--- src/rtl/updown_sel_ctrl_pkg.sv ---
// rtl/updown_sel_ctrl_pkg.sv - mode codes and widths shared by the up/down select controller
package updown_ctrl_pkg;

    localparam int MODE_W = 2;
    localparam int BTN_N  = 3;

    typedef enum logic [MODE_W-1:0] {
        MODE_HOLD = 2'b00,
        MODE_UP   = 2'b01,
        MODE_DOWN = 2'b10
    } mode_e;

    // Bit positions inside btn_level / press vectors: {hold,down,up}
    localparam int BTN_UP   = 0;
    localparam int BTN_DOWN = 1;
    localparam int BTN_HOLD = 2;

endpackage

--- src/rtl/updown_sel_ctrl_if.sv ---
// rtl/updown_sel_ctrl_if.sv - button inputs and counter-command outputs; count_val only with UPDOWN_AUTO_REVERSE_EN
interface updown_sel_ctrl_if;
    import updown_ctrl_pkg::*;

    logic                  btn_up;
    logic                  btn_down;
    logic                  btn_hold;
`ifdef UPDOWN_AUTO_REVERSE_EN
    logic [3:0]            count_val;
`endif
    logic [MODE_W-1:0]     sel;
    logic [MODE_W-1:0]     mode;
    logic                  tick;
    logic [BTN_N-1:0]      btn_level;

    // Controller side
    modport slave (
`ifdef UPDOWN_AUTO_REVERSE_EN
        input  count_val,
`endif
        input  btn_up,
        input  btn_down,
        input  btn_hold,
        output sel,
        output mode,
        output tick,
        output btn_level
    );

    // Button/counter side
    modport master (
`ifdef UPDOWN_AUTO_REVERSE_EN
        output count_val,
`endif
        output btn_up,
        output btn_down,
        output btn_hold,
        input  sel,
        input  mode,
        input  tick,
        input  btn_level
    );

endinterface

--- src/rtl/updown_sel_ctrl_debounce.sv ---
// rtl/updown_sel_ctrl_debounce.sv - 2-flop synchronizer, counter debounce and rising-edge press detect
module btn_debounce #(
    parameter int DEB_CYCLES = 16
) (
    input  logic clk,
    input  logic rst,
    input  logic btn_raw,
    output logic level,
    output logic press
);

    localparam int            CW      = $clog2(DEB_CYCLES + 1);
    localparam logic [CW-1:0] CNT_MAX = CW'(DEB_CYCLES - 1);

    logic [1:0]    sync_q;
    logic          stable_q;
    logic          stable_d_q;
    logic [CW-1:0] cnt_q;
    logic          synced;

    assign synced = sync_q[1];

    // Bring the raw asynchronous button into the clock domain
    always_ff @(posedge clk or negedge rst) begin
        if (!rst) begin
            sync_q <= 2'b00;
        end else begin
            sync_q <= {sync_q[0], btn_raw};
        end
    end

    // Accept a new level only after it has differed for DEB_CYCLES consecutive cycles
    always_ff @(posedge clk or negedge rst) begin
        if (!rst) begin
            stable_q <= 1'b0;
            cnt_q    <= '0;
        end else if (synced == stable_q) begin
            cnt_q <= '0;
        end else if (cnt_q == CNT_MAX) begin
            stable_q <= synced;
            cnt_q    <= '0;
        end else begin
            cnt_q <= cnt_q + CW'(1);
        end
    end

    // Delayed copy of the debounced level for rising-edge detection
    always_ff @(posedge clk or negedge rst) begin
        if (!rst) begin
            stable_d_q <= 1'b0;
        end else begin
            stable_d_q <= stable_q;
        end
    end

    assign level = stable_q;
    assign press = stable_q & ~stable_d_q;

endmodule

--- src/rtl/updown_sel_ctrl.sv ---
// rtl/updown_sel_ctrl.sv - mode FSM, prescaler and rate-limited sel for the up/down counter; option UPDOWN_AUTO_REVERSE_EN
module updown_sel_ctrl
    import updown_ctrl_pkg::*;
#(
    parameter int DEB_CYCLES = 16,
    parameter int PRESCALE   = 4
) (
    input logic              clk,
    input logic              rst,
    updown_sel_ctrl_if.slave bus
);

    localparam int            PW      = $clog2(PRESCALE + 1);
    localparam logic [PW-1:0] PRE_MAX = PW'(PRESCALE - 1);

    logic [BTN_N-1:0] level;
    logic [BTN_N-1:0] press;
    logic [PW-1:0]    pre_q;
    logic             tick;
    mode_e            mode_q;
    mode_e            mode_d;

    btn_debounce #(.DEB_CYCLES(DEB_CYCLES)) u_deb_up (
        .clk     (clk),
        .rst     (rst),
        .btn_raw (bus.btn_up),
        .level   (level[BTN_UP]),
        .press   (press[BTN_UP])
    );

    btn_debounce #(.DEB_CYCLES(DEB_CYCLES)) u_deb_down (
        .clk     (clk),
        .rst     (rst),
        .btn_raw (bus.btn_down),
        .level   (level[BTN_DOWN]),
        .press   (press[BTN_DOWN])
    );

    btn_debounce #(.DEB_CYCLES(DEB_CYCLES)) u_deb_hold (
        .clk     (clk),
        .rst     (rst),
        .btn_raw (bus.btn_hold),
        .level   (level[BTN_HOLD]),
        .press   (press[BTN_HOLD])
    );

    // Free-running prescaler; mode changes never restart it so the step rate stays steady
    always_ff @(posedge clk or negedge rst) begin
        if (!rst) begin
            pre_q <= '0;
        end else if (pre_q == PRE_MAX) begin
            pre_q <= '0;
        end else begin
            pre_q <= pre_q + PW'(1);
        end
    end

    assign tick = (pre_q == PRE_MAX);

    // Mode state register
    always_ff @(posedge clk or negedge rst) begin
        if (!rst) begin
            mode_q <= MODE_HOLD;
        end else begin
            mode_q <= mode_d;
        end
    end

    // Next mode: hold press dominates, up+down together cancel, auto-reverse only when no button event
    always_comb begin
        mode_d = mode_q;
        case (mode_q)
            MODE_HOLD, MODE_UP, MODE_DOWN: begin
                if (press[BTN_HOLD]) begin
                    mode_d = MODE_HOLD;
                end else if (press[BTN_UP] && !press[BTN_DOWN]) begin
                    mode_d = MODE_UP;
                end else if (press[BTN_DOWN] && !press[BTN_UP]) begin
                    mode_d = MODE_DOWN;
`ifdef UPDOWN_AUTO_REVERSE_EN
                end else if (!(|press) && tick && (mode_q == MODE_UP) && (bus.count_val == 4'hE)) begin
                    mode_d = MODE_DOWN;
                end else if (!(|press) && tick && (mode_q == MODE_DOWN) && (bus.count_val == 4'h1)) begin
                    mode_d = MODE_UP;
`endif
                end
            end
            default: mode_d = MODE_HOLD;
        endcase
    end

    assign bus.mode      = mode_q;
    assign bus.tick      = tick;
    assign bus.sel       = tick ? mode_q : MODE_HOLD;
    assign bus.btn_level = level;

endmodule

--- src/flat_wrapper.sv ---
// flat-port wrapper written by rule: the top's interface ports become plain ports
module updown_sel_ctrl_flat import updown_ctrl_pkg::*;
#(
    parameter int DEB_CYCLES = 16,
    parameter int PRESCALE   = 4
)
  (clk, rst, bus_btn_up, bus_btn_down, bus_btn_hold, bus_sel, bus_mode, bus_tick, bus_btn_level);
  updown_sel_ctrl_if bus_i ();
  input logic clk;
  input logic rst;
  input wire logic [$bits(bus_i.btn_up)-1:0] bus_btn_up;
  input wire logic [$bits(bus_i.btn_down)-1:0] bus_btn_down;
  input wire logic [$bits(bus_i.btn_hold)-1:0] bus_btn_hold;
  output wire logic [$bits(bus_i.sel)-1:0] bus_sel;
  output wire logic [$bits(bus_i.mode)-1:0] bus_mode;
  output wire logic [$bits(bus_i.tick)-1:0] bus_tick;
  output wire logic [$bits(bus_i.btn_level)-1:0] bus_btn_level;
  assign bus_i.btn_up = bus_btn_up;
  assign bus_i.btn_down = bus_btn_down;
  assign bus_i.btn_hold = bus_btn_hold;
  assign bus_sel = bus_i.sel;
  assign bus_mode = bus_i.mode;
  assign bus_tick = bus_i.tick;
  assign bus_btn_level = bus_i.btn_level;
  updown_sel_ctrl #(.DEB_CYCLES(DEB_CYCLES), .PRESCALE(PRESCALE)) u_core (.clk(clk), .rst(rst), .bus(bus_i));
endmodule
--- config.mk ---
export PLATFORM = sky130hd
export DESIGN_NAME = updown_sel_ctrl_flat
export DESIGN_NICKNAME = d
export VERILOG_FILES = /design/src/rtl/updown_sel_ctrl_pkg.sv /design/src/rtl/updown_sel_ctrl_if.sv /design/src/rtl/updown_sel_ctrl_debounce.sv /design/src/rtl/updown_sel_ctrl.sv /design/src/flat_wrapper.sv
export SDC_FILE = /design/constraint.sdc
export NUM_CORES = 1
export LEC_CHECK = 0
export ABC_CLOCK_PERIOD_IN_PS = 3450
export CAP_MARGIN = 25
export CORE_MARGIN = 2
export CORE_UTILIZATION = 52
export CTS_CLUSTER_SIZE = 14
export DETAILED_ROUTE_END_ITERATION = 10
export PLACE_DENSITY = 0.83
export REMOVE_ABC_BUFFERS = 1
export SYNTH_ARGS = -nofsm -noshare
export SYNTH_HDL_FRONTEND = slang
export SYNTH_SLANG_ARGS = --single-unit
--- constraint.sdc ---
create_clock -name clk -period 3.45 [get_ports clk]
set_clock_uncertainty 0.15 [all_clocks]
set_input_delay 0.345 -clock clk [delete_from_list [all_inputs] [get_ports clk]]
set_output_delay 0.345 -clock clk [all_outputs]
set_load 0.05 [all_outputs]
# After elaboration in Yosys (flattened, before gate mapping)
# Index checks and enable logic that the tools add are counted.
# totals
register_bits	32
inputBits	5
out_inout_bits	8
word_cells	58
# classes
add_sub_neg	4
eq_ne	10
muxes	12
bitwise	9
n_reduce_logical	9
# op_table
op	n
$mux 5	6
$add 5x1->5 const B	3
$eq 5x4->1 const B	3
$mux 2	5
$not 1->1	6
$reduce_and 2->1	3
$ne 4x2->1 const B	1
$add 3x1->3 const B	1
$and 1x1->1	3
$eq 1x1->1	3
$eq 3x2->1 const B	1
$mux 3	1
$reduce_or 3->1	1
$eq 2x1->1 const B	1
$eq 2x2->1 const B	1
$logic_and 1x1->1	2
$logic_not 1->1	2
$logic_not 2->1	1

# Depth between registers and ports, before layout
# depth
depth_word	8
ltp_mapped	4

# Hierarchy
# Synthesis repeated with hierarchy kept, for this count alone.
# unflattened
hier_cells	95
area_unflattened_um2	1251.2
# by_module_without_submodules
module	instances	cells_each	area_per_inst_um2	seq_area_each_um2
btn_debounce	3	25	340.3	225.2
updown_sel_ctrl	1	20	230.2	125.1

# Least setup slack after synthesis
# No wires, ideal clock.
# synth_path
kind	register -> output
from	reg u_core.pre_q[0]
to	out bus_sel[0]
arrival_ns	1.442
t_required_ns	2.955
path_slack_ns	1.513
path_stages_with_launch	4
path_buffers	0
cell_sequence	dfrtp_1 ha_1 and2b_1 and2_1
# synth_via
elab_chain_cells	2
# synth_lines
element	line	rtl
start: declaration	updown_sel_ctrl.sv:18	logic [PW-1:0] pre_q;
start signal: assignment	updown_sel_ctrl.sv:54	pre_q <= pre_q + PW'(1);
$eq 3x2->1	updown_sel_ctrl.sv:58	assign tick = (pre_q == PRE_MAX);
named net bus_tick	flat_wrapper.sv:16	output wire logic [$bits(bus_i.tick)-1:0] bus_tick;
$mux 2	updown_sel_ctrl.sv:94	assign bus.sel = tick ? mode_q : MODE_HOLD;
end: declaration	flat_wrapper.sv:14	output wire logic [$bits(bus_i.sel)-1:0] bus_sel;
# The timed path passes the listed nets, and every way through them passes these cells.

# Worst setup path in the final report
# layout_path
from	reg u_core.pre_q[0]
to	out bus_sel[0]
# layout_via
elab_chain_cells	2
# layout_lines
element	line
$eq 3x2->1	updown_sel_ctrl.sv:58
$mux 2	updown_sel_ctrl.sv:94
# No other way between the ends.

==> summary.md <==
| Metric | Value |
|---|---|
| Clk root buf | clkbuf_4 |
| Crit path launch type | flip-flop |
| Max Freq | 406 MHz |
| Dominant synthesized flop cell | dfrtp_1 |
| Vias per Instance | 4.92 |
| CTS tree | done |
| Die Area | 2760 um2 |
| Clock Pin Slew Worst Setup and Hold Paths | 0.09 ns |
| Placed cell area | 1370 um2 |
| Total setup buffers inserted after CTS | 0 |
| Drt initial violations | 1 |
| Fin crit period | 2.46 ns |
| Top Ports | 13 |
| Number of library cell types mapped by synthesis | 17 |
| Num CTS Buffers | 5 |
| DP Worst Slack | 1.34 ns |
| Synth top area cells | dfrtp_1 (65%), xor2_1 (6.4%), ha_1 (5.1%), nor2_1 (3.7%), and2_1 (3.1%) |
| Area leader, netlist | dfrtp_1 |
| Leak Pwr | 0.734 nW |
| Crit path max fanout | 5 |
| CP startpoint | u_core.pre_q[0] |
| Sequential-to-total area share from yosys stat | 65.3% |
| Post-synth EDFFs | 0 |
| Fin area | 1430 um2 |
| Yosys warns | 0 |
| H-tree depth | 2 |
| Area Overhead vs Synth | 16.2% |
| Core Area | 2210 um2 |
| Hold slack | 0.203 ns |
| RR Startpoint | u_core.u_deb_up.level |
| Die Y | 52.6 um |
| Synth Instances | 96 |
| Max-cap violations | 0 |
| CTS sink cnt | 32 |
| Worst Max-Slew Pin Slew | 0.503 ns |
| Top-count cell post-synth | dfrtp_1 |
| Power Density | 451 nW/um2 |
| Worst-Skew Late Latency | 0.32 ns |
| Worst Slack Setup Final | 0.988 ns |
| Final worst path period share | 71.4% |
| WL/cell | 11.6 um |
| Max Root-Sink Buffers | 2 |
| Share of cells above drive strength 1 | 6.14% |
| Avg Cell Area, Syn | 12.8 um2 |
| Ant diodes | 0 |
| Critical path endpoint category | output pin |
| Setup total negative slack | 0 ns |
| Largest net degree at the start of global routing | 33 |
| Final setup vio count | 0 |
| Worst hold path startpoint | u_core.u_deb_down.sync_q[0] |
| DRT antenna net count | 0 |
| Outcome | finished, final reports clean |
| Synth top cells by count | dfrtp_1 (32), nor2_1 (12), xor2_1 (9) |
| Number of synthesized register bits | 32 |
| RSZ-0062 raised after global routing | false |
| Final Wtd Congestion | 0.729 |
| Vias in the first global route | 735 |
| Slew Limit Fails | 0 |
| Initial antenna violation count | 0 |
| Post-CTS Hold Buffers | 0 |
| Async SR Flop Fraction | 100% |
| Area of the mapped netlist | 1230 um2 |
| Vias | 699 |
| DP HPWL | 1.18 mm |
| Power Total | 642 uW |
| Cell row count | 17 |
| Worst Path Arrival | 1.97 ns |
| Routed wire length | 1.65 mm |
| Drt pass-1 iters | 2 |
| Nets | 123 |
| Port buffer count | 12 |
| Max VDD drop | 0.000344 V |
| Drc violations | 0 |
| DIE WIDTH | 52.6 um |
| Rel. slew slack | 66.4% |
| Yosys top cell area share | 65.3% |
| Initial core utilization | 55.4% |
| Tot GR Track Use | 15.9% |
| # resized after CTS | 0 |
| Hold Vio Cnt, Final | 0 |
| First-pass GRT wire length | 2.97 mm |
| Worst Hold Class | reg -> reg |
| Setup CP Type | reg -> out |
| CP required | 2.95 ns |
| Leftover overflow at the end of global routing | 0 |
worst max-delay path, cell delays in order, from the launching register on:
cell	delay, ns
dfrtp_1	0.40
ha_1	0.21
and2b_1	0.19
and2_1	0.16
clkdlybuf4s50_1	0.69
cell usage in the layout (no fill, tap or decap), types with 2 or more instances in the layout:
master            n
dfrtp_1          32
nor2_1           12
clkdlybuf4s50_1  12
xor2_1            9
nand3_1           6
and2_1            6
ha_1              5
clkbuf_4          5
and3_1            4
o21ai_1           3
nand2b_1          3
inv_1             3
nor2b_1           3
mux2_1            3
clkbuf_1          2
worst paths after layout:
kind	endpoint	slack, ns	cells past startpoint
hold / removal	u_core.u_deb_down.sync_q[1]	0.20	0
hold reg to reg	u_core.u_deb_down.sync_q[1]	0.20	0
setup / recovery	bus_sel[0]	0.99	4
max in group asynchronous	u_core.u_deb_down.sync_q[1]	2.61	2
min in group asynchronous	u_core.u_deb_down.cnt_q[1]	0.26	2
setup reg to reg	u_core.bus.mode[1]	1.97	4
per-layer routing:
layer / track usage [%] / wire (um) / vias up
li1: - / - / 341
met1: 17.1 / 731 / 343
met2: 26.0 / 829 / 13
met3: 6.86 / 75 / 2
met4: 8.97 / 17 / 0
met5: 0 / 0 / -
stage by stage:
stage | std cells | utilization, %
global placement | 134 | 61.8
global route | 142 | 64.4
floorplan | 93 | -
detailed placement | 134 | 61.8
CTS | 142 | 64.4
finish | 142 | 64.4
cell type report:
cell class	instances	area, um2
flip-flops and latches	32	801
fillers	173	787
multi-input cells	58	392
repair buffers	13	128
clock buffers	8	58.8
well taps	28	35.0
inverters	3	11.3
where the power goes:
group	internal (mW)	switching, mW
logic	0.0149	0.0188
clock network	0.100	0.112
registers	0.387	0.00857
cells by family after synthesis:
logic type	Yosys count	synth area share (%)
adders and majority gates	5	5.10
AOI/OAI and AO/OA	5	2.45
and+or+nand+nor	36	15.2
DFF	32	65.3
muxes	3	2.75
xor gates and xnor gates	9	6.43
buffers and inverters	6	2.75
flip-flops by register name, indices dropped and copies added, names as in the netlist:
register and count:
u_core.bus.mode 2, u_core.pre_q 3, u_core.u_deb_down.cnt_q 5, u_core.u_deb_down.level 1, u_core.u_deb_down.stable_d_q 1, u_core.u_deb_down.sync_q 2, u_core.u_deb_hold.cnt_q 5, u_core.u_deb_hold.level 1
u_core.u_deb_hold.stable_d_q 1, u_core.u_deb_hold.sync_q 2, u_core.u_deb_up.cnt_q 5, u_core.u_deb_up.level 1, u_core.u_deb_up.stable_d_q 1, u_core.u_deb_up.sync_q 2
No activity file was read; power rests on OpenSTA's default activity.
==> variant, RTL diff (same flow settings) <==
Reset style: synchronous (`rst`), changed in 5 clocked blocks. Comments in the files are not updated.
--- a/src/rtl/updown_sel_ctrl_debounce.sv
+++ b/src/rtl/updown_sel_ctrl_debounce.sv
@@ -22,5 +22,5 @@
 
     // Bring the raw asynchronous button into the clock domain
-    always_ff @(posedge clk or negedge rst) begin
+    always_ff @(posedge clk) begin
         if (!rst) begin
             sync_q <= 2'b00;
@@ -31,5 +31,5 @@
 
     // Accept a new level only after it has differed for DEB_CYCLES consecutive cycles
-    always_ff @(posedge clk or negedge rst) begin
+    always_ff @(posedge clk) begin
         if (!rst) begin
             stable_q <= 1'b0;
@@ -46,5 +46,5 @@
 
     // Delayed copy of the debounced level for rising-edge detection
-    always_ff @(posedge clk or negedge rst) begin
+    always_ff @(posedge clk) begin
         if (!rst) begin
             stable_d_q <= 1'b0;
--- a/src/rtl/updown_sel_ctrl.sv
+++ b/src/rtl/updown_sel_ctrl.sv
@@ -46,5 +46,5 @@
 
     // Free-running prescaler; mode changes never restart it so the step rate stays steady
-    always_ff @(posedge clk or negedge rst) begin
+    always_ff @(posedge clk) begin
         if (!rst) begin
             pre_q <= '0;
@@ -59,5 +59,5 @@
 
     // Mode state register
-    always_ff @(posedge clk or negedge rst) begin
+    always_ff @(posedge clk) begin
         if (!rst) begin
             mode_q <= MODE_HOLD;
Check against the original RTL: differs if rst is asserted again (counterexample within 4 cycles, from zero or initial values and one cycle with rst low); with rst held inactive, the same outputs for 10 cycles.
==> variant against the original RTL <==
- setup slack gained 0.014 ns
- total power shrank 0.81%
- hold slack gained 0.088 ns
- first-iteration DRC count grew to 7.0 times the old value
- core utilization shrank 0.17 points
- area after synthesis grew 0.10%
- clock power grew 8%
- sequential share of layout area shrank 11 points
- cell area shrank 0.26%
- routed wire length grew 5.4%
- sequential cell count is the same
- largest cell class unchanged
==> variant: results (changes against the original RTL) <==
| Metric | Value |
|---|---|
| Grt met1 use | `15.2% (-1.9 points)` |
| Hold_sp | `u_core.u_deb_up.sync_q[0]` |
| Largest cells by area after synthesis | `dfxtp_1, ha_1, nor2_1, and2_1, xor2_1` |
| Worst skew pair latency | `0.34 ns (+0.02 ns)` |
| Peak VDD IR | `0.313 mV (-8.9%)` |
| Vias in the first global route | `794 (+8.0%)` |
| FF-to-FF Start | `u_core.u_deb_down.cnt_q[0]` |
| Ys async rst share | `0% (-100 points)` |
| Layout cells sized above 1 | `6.62% (+0.48 points)` |
| CP peak stage delay | `0.79 ns (+0.10 ns)` |
| Post-DP HPWL | `1320 um (+12%)` |
| Initial antenna violation count | `0 (unchanged)` |
| Unique masters post-synth | `19 (+2)` |
| Crit path launch | `u_core.pre_q[0]` |
| Filler cells | `200 (+16%)` |
| Cell Area, Placed | `0.00136 mm2 (-0.82%)` |
| Routed len/inst | `10.6 um (-8.7%)` |
| First-pass GRT wire length | `3040 um (+2.3%)` |
| Status | `complete, no violations` |
| Int Pwr | `0.489 mW (-2.7%)` |
| RePlAce Congestion | `0.632 (-13%)` |
| Critical path arrival | `1.95 ns (-0.02 ns)` |
| Number of vias per cell | `4.78 (-2.9%)` |
| Post-synthesis sequential area ratio | `52.2% (-13 points)` |
| Post-place setup slack | `1.36 ns (+0.0242 ns)` |
| Global-route met2 utilization | `28.1% (+2.1 points)` |
| Nets@finish | `151 (+23%)` |
| Syn Area/Cell | `10.2 um2 (-20%)` |
| GR Layer Usage met3 | `5.14% (-1.7 points)` |
| Crit-path max FO | `2 (-3)` |
| Worst slew margin | `66.5% (+0.12 points)` |
| Commonest cells in the netlist | `dfxtp_1, nor2_1, and2_1, ha_1, inv_1` |
-- variant: changes by cell type after synthesis, moves of 4 or more --
cell / unedited run / this run
and2_1: 6 / 11
dfrtp_1: 32 / 0
dfxtp_1: 0 / 32
ha_1: 5 / 11
inv_1: 3 / 10
mux2i_1: 0 / 4
nor2_1: 12 / 20
-- variant: kinds of logic (layout without fill, tap and decap cells) --
kind of cell | Yosys count | count (layout) | share of synthesized area (%)
AND/OR/NAND/NOR | 50 | 50 | 21.6
flip-flops | 32 | 32 | 52.2
buffers and inverters | 14 | 30 | 5.30
adder cells (fa/ha/maj) | 11 | 11 | 11.2
XOR/XNOR | 9 | 9 | 6.42
multiplexers | 4 | 4 | 3.26
-- variant: path summary, 6_finish.rpt --
kind | slack, ns | to | cells after the start
min reg2reg | 0.29 | u_core.u_deb_up.sync_q[1] | 1
max | 1.00 | bus_sel[0] | 4
max reg2reg | 1.88 | u_core.u_deb_down.cnt_q[4] | 5
min | 0.29 | u_core.u_deb_up.sync_q[1] | 1
-- variant: cell type report --
class / instances / area (um2) / area share, %
clock buffer: 6 / 51.3 / 3.61
clock inverter: 2 / 15.0 / 1.06
timing repair buffer: 12 / 120 / 8.45
sequential: 32 / 641 / 45.1
tap: 28 / 35.0 / 2.46
multi-input combinational: 74 / 522 / 36.7
inverter: 10 / 37.5 / 2.64
-- variant: worst reg2reg max path, delay by kind of cell, from the launching register on --
family / cells / cell delay, ns
DFF: 1 / 0.34
adders and majority gates: 2 / 0.43
and+or+nand+nor: 3 / 0.57
-- variant: metal layers --
layer / part of all wire, % / vias to the layer above
li1: - / 401
met1: 42 / 360
met2: 50 / 15
met3: 4.0 / 8
met4: 3.8 / 0
met5: 0 / -
-- variant: power by group through the flow --
stage / combinational [mW] / clock [mW] / sequential [mW]
after CTS: 0.0284 / 0.236 / 0.381
after detailed placement: 0.0282 / 0 / 0.390
after floorplan: 0.0168 / 0 / 0.389
after global placement: 0.0258 / 0 / 0.389
final: 0.0275 / 0.228 / 0.381
after global routing: 0.0314 / 0.250 / 0.382
